## src/rtl/mem_wb_stage_pkg.sv

```systemverilog
// Shared types and constants for the memory-access / MEM-WB stage.
package mem_wb_stage_pkg;

    localparam int unsigned XLEN = 64;
    localparam int unsigned RD_W = 5;

    typedef enum logic {
        S_IDLE   = 1'b0,
        S_ACCESS = 1'b1
    } state_e;

    // Writeback control carried by the MEM/WB register.
    typedef struct packed {
        logic            mem_to_reg;
        logic            reg_write;
        logic [RD_W-1:0] rd;
    } wb_ctrl_t;

    localparam wb_ctrl_t WB_BUBBLE = '{mem_to_reg: 1'b0, reg_write: 1'b0, rd: '0};

endpackage

```

## src/rtl/mem_access_fsm.sv

```systemverilog
// Data-memory request sequencer: issue, wait for ack, abort on timeout.
module mem_access_fsm
    import mem_wb_stage_pkg::*;
#(
    parameter int unsigned TIMEOUT = 16
) (
    input  logic            clk,
    input  logic            reset,
    input  logic            mem_read_i,
    input  logic            mem_write_i,
    input  logic [XLEN-1:0] addr_i,
    input  logic [XLEN-1:0] wdata_i,
    input  logic            mem_ack_i,
    output logic            mem_req_o,
    output logic            mem_we_o,
    output logic [XLEN-1:0] mem_addr_o,
    output logic [XLEN-1:0] mem_wdata_o,
    output logic            misalign_err_o,
    output logic            timeout_err_o,
    output logic            stall_c,
    output logic            busy_c,
    output logic            done_c
);

    localparam int unsigned CNT_W = (TIMEOUT > 1) ? $clog2(TIMEOUT) : 1;

    state_e             state_q;
    logic [CNT_W-1:0]   cnt_q;
    logic [CNT_W-1:0]   cnt_d;
    logic               memop;
    logic               aligned;
    logic               expire;

    assign memop   = mem_read_i | mem_write_i;
    assign aligned = (addr_i[2:0] == 3'b000);
    assign busy_c  = (state_q == S_ACCESS);
    assign done_c  = busy_c & mem_ack_i;
    assign expire  = busy_c & ~mem_ack_i & (cnt_q == CNT_W'(TIMEOUT - 1));
    assign cnt_d   = cnt_q + CNT_W'(1);

    // Hold upstream while an aligned access is being issued or is outstanding;
    // release in the ack cycle and in the cycle the access is abandoned.
    assign stall_c = (~busy_c & memop & aligned) | (busy_c & ~mem_ack_i & ~expire);

    // State, timeout counter, request registers and error pulses.
    always_ff @(posedge clk) begin
        if (!reset) begin
            state_q        <= S_IDLE;
            cnt_q          <= '0;
            mem_req_o      <= 1'b0;
            mem_we_o       <= 1'b0;
            mem_addr_o     <= '0;
            mem_wdata_o    <= '0;
            misalign_err_o <= 1'b0;
            timeout_err_o  <= 1'b0;
        end else begin
            misalign_err_o <= 1'b0;
            timeout_err_o  <= 1'b0;
            unique case (state_q)
                S_IDLE: begin
                    if (memop) begin
                        if (aligned) begin
                            state_q     <= S_ACCESS;
                            cnt_q       <= '0;
                            mem_req_o   <= 1'b1;
                            mem_we_o    <= mem_write_i;
                            mem_addr_o  <= addr_i;
                            mem_wdata_o <= wdata_i;
                        end else begin
                            misalign_err_o <= 1'b1;
                        end
                    end
                end
                S_ACCESS: begin
                    if (mem_ack_i) begin
                        state_q   <= S_IDLE;
                        mem_req_o <= 1'b0;
                    end else if (expire) begin
                        state_q       <= S_IDLE;
                        mem_req_o     <= 1'b0;
                        timeout_err_o <= 1'b1;
                    end else begin
                        cnt_q <= cnt_d;
                    end
                end
                default: state_q <= S_IDLE;
            endcase
        end
    end

endmodule

```

## src/rtl/mem_wb_stage.sv

```systemverilog
// MEM stage: branch resolution, data-memory access and the MEM/WB register.
module mem_wb_stage
    import mem_wb_stage_pkg::*;
#(
    parameter int unsigned TIMEOUT = 16
) (
    input  logic            clk,
    input  logic            reset,
    input  logic [XLEN-1:0] PCSum,
    input  logic [XLEN-1:0] ALUResult,
    input  logic [XLEN-1:0] StoreData,
    input  logic            Branch,
    input  logic            MemRead,
    input  logic            MemtoReg,
    input  logic            MemWrite,
    input  logic            RegWrite,
    input  logic            Zero,
    input  logic [RD_W-1:0] Rd,
    output logic            PCSrc,
    output logic [XLEN-1:0] BranchTarget,
    output logic            stall,
    output logic            mem_req,
    output logic            mem_we,
    output logic [XLEN-1:0] mem_addr,
    output logic [XLEN-1:0] mem_wdata,
    input  logic            mem_ack,
    input  logic [XLEN-1:0] mem_rdata,
    output logic [XLEN-1:0] ReadData_wb,
    output logic [XLEN-1:0] ALUResult_wb,
    output logic            MemtoReg_wb,
    output logic            RegWrite_wb,
    output logic [RD_W-1:0] Rd_wb,
    output logic            misalign_err,
    output logic            timeout_err
);

    logic            memop;
    logic            busy_c;
    logic            done_c;
    wb_ctrl_t        ctrl_in;
    wb_ctrl_t        wb_ctrl_q;
    logic [XLEN-1:0] read_wb_q;
    logic [XLEN-1:0] alu_wb_q;

    assign memop   = MemRead | MemWrite;
    assign ctrl_in = '{mem_to_reg: MemtoReg, reg_write: RegWrite, rd: Rd};

    // Branches are never memops, so the redirect is not gated by stall.
    assign PCSrc        = Branch & Zero;
    assign BranchTarget = PCSum;

    mem_access_fsm #(
        .TIMEOUT (TIMEOUT)
    ) u_fsm (
        .clk            (clk),
        .reset          (reset),
        .mem_read_i     (MemRead),
        .mem_write_i    (MemWrite),
        .addr_i         (ALUResult),
        .wdata_i        (StoreData),
        .mem_ack_i      (mem_ack),
        .mem_req_o      (mem_req),
        .mem_we_o       (mem_we),
        .mem_addr_o     (mem_addr),
        .mem_wdata_o    (mem_wdata),
        .misalign_err_o (misalign_err),
        .timeout_err_o  (timeout_err),
        .stall_c        (stall),
        .busy_c         (busy_c),
        .done_c         (done_c)
    );

    // MEM/WB register: pass non-memory ops, retire completed accesses, else bubble.
    always_ff @(posedge clk) begin
        if (!reset) begin
            wb_ctrl_q <= WB_BUBBLE;
            read_wb_q <= '0;
            alu_wb_q  <= '0;
        end else if (!busy_c) begin
            if (memop) begin
                wb_ctrl_q <= WB_BUBBLE;
            end else begin
                wb_ctrl_q <= ctrl_in;
                alu_wb_q  <= ALUResult;
            end
        end else if (done_c) begin
            wb_ctrl_q <= ctrl_in;
            alu_wb_q  <= ALUResult;
            if (!mem_we) begin
                read_wb_q <= mem_rdata;
            end
        end else begin
            wb_ctrl_q <= WB_BUBBLE;
        end
    end

    assign ReadData_wb  = read_wb_q;
    assign ALUResult_wb = alu_wb_q;
    assign MemtoReg_wb  = wb_ctrl_q.mem_to_reg;
    assign RegWrite_wb  = wb_ctrl_q.reg_write;
    assign Rd_wb        = wb_ctrl_q.rd;

endmodule

```

## config.mk

```make
export PLATFORM = sky130hd
export DESIGN_NAME = mem_wb_stage
export DESIGN_NICKNAME = d
export VERILOG_FILES = /design/src/rtl/mem_wb_stage_pkg.sv /design/src/rtl/mem_access_fsm.sv /design/src/rtl/mem_wb_stage.sv
export SDC_FILE = /design/constraint.sdc
export NUM_CORES = 1
export LEC_CHECK = 0
export CORE_AREA = 2 2 234 236
export CTS_BUF_LIST = sky130_fd_sc_hd__clkbuf_16
export CTS_CLUSTER_SIZE = 16
export DETAILED_ROUTE_END_ITERATION = 10
export DIE_AREA = 0 0 236 238
export HOLD_SLACK_MARGIN = 0.12
export PLACE_DENSITY = 0.5
export REMOVE_ABC_BUFFERS = 1
export SLEW_MARGIN = 20
export SYNTH_ARGS = -nofsm -noshare
export SYNTH_HDL_FRONTEND = slang
export SYNTH_SLANG_ARGS = --single-unit
export TNS_END_PERCENT = 10
```

## constraint.sdc

```tcl
create_clock -name clk -period 1.8 [get_ports clk]
set_input_delay 0.18 -clock clk [delete_from_list [all_inputs] [get_ports clk]]
set_output_delay 0.18 -clock clk [all_outputs]
set_load 0.02 [all_outputs]
```

Word level (Yosys, flattened, before mapping)

Index checks and enable logic that the tools add are counted.

Output and inout port bits: 333
Register bits after elaboration: 272
Logic and storage cells: 68
Bits of input ports: 270

$add $sub $neg: 1
Bitwise logic cells: 15
Muxes and demuxes: 23
Equality and inequality tests: 8
Reduce and logical (&&, ||, !) cells: 8

Operators with widths:

| kind                | number |
|---|---|
| $mux 64             | 3 |
| $mux 7              | 3 |
| $mux 4              | 4 |
| $mux 1              | 10 |
| $reduce_and 3->1    | 3 |
| $pmux 4 s2          | 1 |
| $and 1x1->1         | 7 |
| $ne 2x1->1 const B  | 3 |
| $ne 2x2->1 const B  | 3 |
| $not 1->1           | 6 |
| $reduce_or 3->1     | 2 |
| $add 4x1->4 const B | 1 |
| $eq 4x4->1 const B  | 1 |
| $pmux 1 s2          | 2 |
| $reduce_and 4->1    | 1 |
| $logic_not 3->1     | 1 |
| $ne 3x3->1 const B  | 1 |
| $or 1x1->1          | 2 |
| $reduce_and 2->1    | 1 |

Logic depth before layout (Yosys ltp)

Depth in word-level cells: 6
Mapped depth: 6

Modules after synthesis

A second synthesis with hierarchy kept.

Cells, all modules: 1260
Area total of the unflattened synthesis: 11288.3 um2

Modules (own cells, without submodules):

| module         | area an instance (um2) | times used | cells each |
|---|---|---|---|
| mem_access_fsm | 5647.9                 | 1          | 621 |
| mem_wb_stage   | 5640.4                 | 1          | 639 |

Worst setup path after synthesis

No wires, ideal clock.

Path type: reg-to-reg
From: register u_fsm.state_q, in the netlist u_fsm.busy_c
To: register alu_wb_q[22], in the netlist ALUResult_wb[22]
Buffers on the path: 3
Required time: 1668 ps
Library setup time: 132 ps
Path slack: 422 ps
Stages on the path, launching flop included: 7
Period minus slack after synthesis: 1378 ps
Arrival: 1246 ps
Cell sequence: dfxtp_1 > buf_4 > or3_1 > buf_2 > buf_2 > nand3_1 > a21oi_1

Word-level cells in the longest chain between the ends: 3
Elaborated cells between the ends (all ways): 5
Classes of those cells: eq/ne: 2; mux: 1; bitwise: 1; reduce/logical: 1

RTL lines:

| item                       | RTL line             | source |
|---|---|---|
| start: declaration         | mem_access_fsm.sv:27 | `state_e state_q;` |
| start signal: assignment   | mem_access_fsm.sv:48 | `state_q <= S_IDLE;` |
| start signal: assignment   | mem_access_fsm.sv:63 | `state_q <= S_ACCESS;` |
| start signal: assignment   | mem_access_fsm.sv:76 | `state_q <= S_IDLE;` |
| $and 1x1->1                | mem_access_fsm.sv:37 | `assign done_c = busy_c & mem_ack_i;` |
| $ne 2x2->1 (no line)       | --                   |  |
| $reduce_and 2->1 (no line) | --                   |  |
| end signal: assignment     | mem_wb_stage.sv:84   | `alu_wb_q <= ALUResult;` |
| end signal: assignment     | mem_wb_stage.sv:88   | `alu_wb_q <= ALUResult;` |
| end: declaration           | mem_wb_stage.sv:43   | `logic [XLEN-1:0] alu_wb_q;` |

Several ways; a longest one is shown, not always the timed one.
A chain may end at the register's enable or synchronous reset.

Worst setup path after layout

From: register u_fsm.mem_addr_o[60]
To: output port mem_addr[60]

RTL lines:

| item                     | RTL line             | source |
|---|---|---|
| start: declaration       | mem_access_fsm.sv:16 | `output logic [XLEN-1:0] mem_addr_o,` |
| start signal: assignment | mem_access_fsm.sv:67 | `mem_addr_o <= addr_i;` |
| end: declaration         | mem_wb_stage.sv:24   | `output logic [XLEN-1:0] mem_addr,` |

No word-level cell between the ends.

==> load_flow_metrics.sql <==
INSERT INTO impl_metrics (metric_group, metric, value, unit) VALUES
('route', 'drt-vias-per-instance', '4.588', ''),
('setup_path', 'worstSetupStartpointType', 'flip-flop', ''),
('synthesis', 'syn-cell-area', '10550', 'um2'),
('clocking', 'cts_htree_levels', '2', ''),
('global_routing', 'number_of_global_route_vias_before_repair', '10480', ''),
('synthesis', 'synth_ff_type', 'dfxtp_1', ''),
('sta', 'final_hold_vios', '0', ''),
('sta', 'timing_limited_maximum_frequency', '0.5787', 'GHz'),
('global_routing', 'initial_antenna_violation_count', '0', ''),
('place', 'area_of_placed_instances', '15770', 'um2'),
('clocking', 'cts.hold.buffers_added', '0', ''),
('route', 'via_count', '10880', ''),
('route', 'totalWireLength', '47260', 'um'),
('synthesis', 'yosysTopAreaCell', 'dfxtp_1', ''),
('layout', 'stdcell_area', '16870', 'um2'),
('die', 'die_outline_width', '236', 'um'),
('setup_path', 'path_max_fanout', '2', ''),
('setup_path', 'endpoint_kind', 'primary output', ''),
('setup_path', 'total_buffers_and_inverters_traversed_by_the_critical_path', '1', ''),
('outcome', 'run_status', 'finished clean', ''),
('sta', 'timing.final.crit_period', '1.728', 'ns'),
('die', 'rows', '85', ''),
('pwr', 'cellLeakagePower', '5.674', 'nW'),
('sta', 'setup_viol', '0', ''),
('synthesis', 'synth_async_sr_flop_share', '0', '%'),
('clocking', 'cts-root-buf', 'clkbuf_16', ''),
('hold_path', 'holdPathStages', '3', ''),
('setup_path', 'timing.critical_path.slowest_stage_cell', 'clkdlybuf4s50_1', ''),
('pwr', 'power.share.switching', '24.90', '%'),
('synthesis', 'synth_top_area_share', '51.63', '%'),
('layout', 'final_util', '31.54', '%'),
('hold_path', 'whs_endpoint', 'ReadData_wb[40]$_SDFFE_PN0P_', ''),
('hold_path', 'timing.hold.worst.class', 'in -> reg', ''),
('clocking', 'clk_latency', '0.52', 'ns'),
('place', 'post-place-ws', '-0.2159', 'ns'),
('sta', 'final-max-slew-violation-count', '0', ''),
('setup_path', 'timing.critical_path.arrival', '1.55', 'ns'),
('clocking', 'tritoncts_clock_tree', 'done', ''),
('setup_path', 'crit_family', 'buffers and inverters', ''),
('clocking', 'cts_made_buffers', '34', ''),
('sta', 'fin_worst_skew', '0.01134', 'ns'),
('synthesis', 'netlist_top_cells_count', 'dfxtp_1 (272), a21oi_1 (257), nand3_1 (192)', ''),
('clocking', 'clock_tree.buffer_depth', '3', ''),
('synthesis', 'synth.most_common_cell', 'dfxtp_1', ''),
('pwr', 'cellPowerDensity', '889.4', 'nW/um2'),
('global_routing', 'global_route_wire_length_before_repair', '69180', 'um'),
('global_routing', 'grt_usage', '16.04', '%'),
('pwr', 'relative_contribution_of_the_clock_network_to_total_power', '44.8', '%'),
('pwr', 'cell_internal_pwr', '11.27', 'mW'),
('pwr', 'max-vdd-ir-drop', '0.5941', 'mV'),
('setup_path', 'regToRegEndpoint', 'ALUResult_wb[31]$_SDFFE_PN0P_', ''),
('synthesis', 'synth_cells', '1275', ''),
('global_routing', 'overflow', '0', ''),
('setup_path', 'slowest_delay', '0.69', 'ns'),
('sta', 'timing.final.ws_setup', '0.07196', 'ns'),
('sta', 'timing.final.crit_share', '96.00', '%'),
('route', 'drt-wirelength-per-cell', '19.93', 'um'),
('place', 'dp_wirelength', '33800', 'um'),
('layout', 'layout-drive-gt1-share', '6.985', '%'),
('route', 'postRouteAntennaNets', '0', ''),
('synthesis', 'synth_area_per_cell', '8.272', 'um2'),
('sta', 'normalized_max_slew_margin', '75.41', '%'),
('pwr', 'report.power.total', '15.01', 'mW'),
('route', 'drc_errors', '0', ''),
('pwr', 'combPwrFrac', '13.2', '%'),
('setup_path', 'cp.required', '1.62', 'ns'),
('synthesis', 'synth_enable_flop_cells', '0', ''),
('route', 'dr_iter_0_viols', '614', ''),
('route', 'detailedRoute.firstPassIterationCount', '5', ''),
('synthesis', 'post_synth_main_area_contributors', 'dfxtp_1 (52%), a21oi_1 (12%), nand3_1 (9.1%)', ''),
('die', 'ioPinCount', '603', '');
layer usage:
metal	part of all wire, %	vias up	global-route usage (%)
met5	0.56	-	3.463
met2	43	536	24.32
li1	-	5126	-
met3	13	51	9.232
met4	1.5	6	3.262
met1	42	5159	19.40
how the worst max path moves through the flow:
stage                                      start                     endpoint  slack [ns]  cells past startpoint
6_report       u_fsm.mem_addr_o[60]$_SDFFE_PN0P_                 mem_addr[60]        0.07                      1
5_1_grt            ALUResult_wb[31]$_SDFFE_PN0P_             ALUResult_wb[31]       0.003                      1
4_1_cts         u_fsm.mem_addr_o[6]$_SDFFE_PN0P_                  mem_addr[6]       0.002                      1
3_5_place_dp                        ALUResult[0]                        stall       -0.22                      4
3_3_place_gp                        ALUResult[0]                        stall       -0.22                      4
2_1_floorplan                       ALUResult[0]  u_fsm.cnt_q[0]$_SDFFE_PN0P_       -2.91                      3
logic make-up (layout without fill, tap and decap cells):
| family | Yosys count | in the layout | synth area share, % |
|---|---|---|---|
| buffers and inverters | 192 | 592 | 10.77 |
| AO/OA/AOI/OAI | 456 | 456 | 21.85 |
| AND/OR/NAND/NOR | 354 | 354 | 15.62 |
| adder cells (fa/ha/maj) | 1 | 1 | 0.1186 |
| flip-flops | 272 | 272 | 51.63 |
power groups by stage:
| stage | sequential (mW) | clock (mW) | combinational [mW] |
|---|---|---|---|
| 2_1_floorplan | 6.65 | 0 | 0.473 |
| 3_3_place_gp | 6.43 | 0 | 1.98 |
| 3_5_place_dp | 6.43 | 0 | 1.99 |
| 4_1_cts | 6.31 | 6.99 | 2.00 |
| 5_1_grt | 6.32 | 7.23 | 2.11 |
| 6_report | 6.30 | 6.73 | 1.98 |
sequential cells by signal, indices dropped and copies added, names as in the netlist:
register and count:
ReadData_wb 64, u_fsm.misalign_err_o 1, ALUResult_wb 64, u_fsm.busy_c 1, u_fsm.mem_wdata_o 64, u_fsm.cnt_q 4
u_fsm.mem_we_o 1, u_fsm.mem_req_o 1, Rd_wb 5, MemtoReg_wb 1, u_fsm.mem_addr_o 64, u_fsm.timeout_err_o 1
RegWrite_wb 1
area by class of cell:
class | count | area (um2) | share of cell area [%]
clock inverters | 21 | 161.4 | 0.9566
clock buffers | 37 | 925.9 | 5.488
inverters | 1 | 11.26 | 0.06674
multi-input cells | 811 | 4018 | 23.81
repair buffers | 533 | 5435 | 32.21
well taps | 696 | 870.8 | 5.161
flip-flops and latches | 272 | 5450 | 32.30
metrics by stage:
stage,TNS (ns),hold slack [ns]
2_1_floorplan,-711.97,0.3160
3_3_place_gp,-13.87,0.3601
3_5_place_dp,-13.50,0.3601
4_1_cts,0,0.1607
5_1_grt,0,0.1772
6_report,0,0.2023
placed cells by master, fill, tap and decap left out, types with 2 or more instances in the layout:
master           Yosys  layout
clkinv_2             0       3
dfxtp_1            272     270
dlygate4sd2_1        0       2
nand3b_1             2       2
buf_4               71      40
bufinv_16            0       3
nor3_1               3       3
o21ai_0            150     150
and3_1              10      10
buf_12               0      20
clkinv_1             1       4
clkdlybuf4s50_1      0     470
inv_1                0      11
nand2_1            136     135
o22ai_1              2       2
a211oi_1             2       2
o21ai_1             41      41
nor3_4               1       2
clkbuf_16            0      37
nand3_1            192     191
a21oi_1            257     257
what timing repair did:
item,CTS,global route
gates resized for setup,11,3
hold endpoints to repair,0,0
setup endpoints to repair,3,2
buffers inserted,0,0
pin swaps,1,0
No activity file was read; power rests on OpenSTA's default activity.
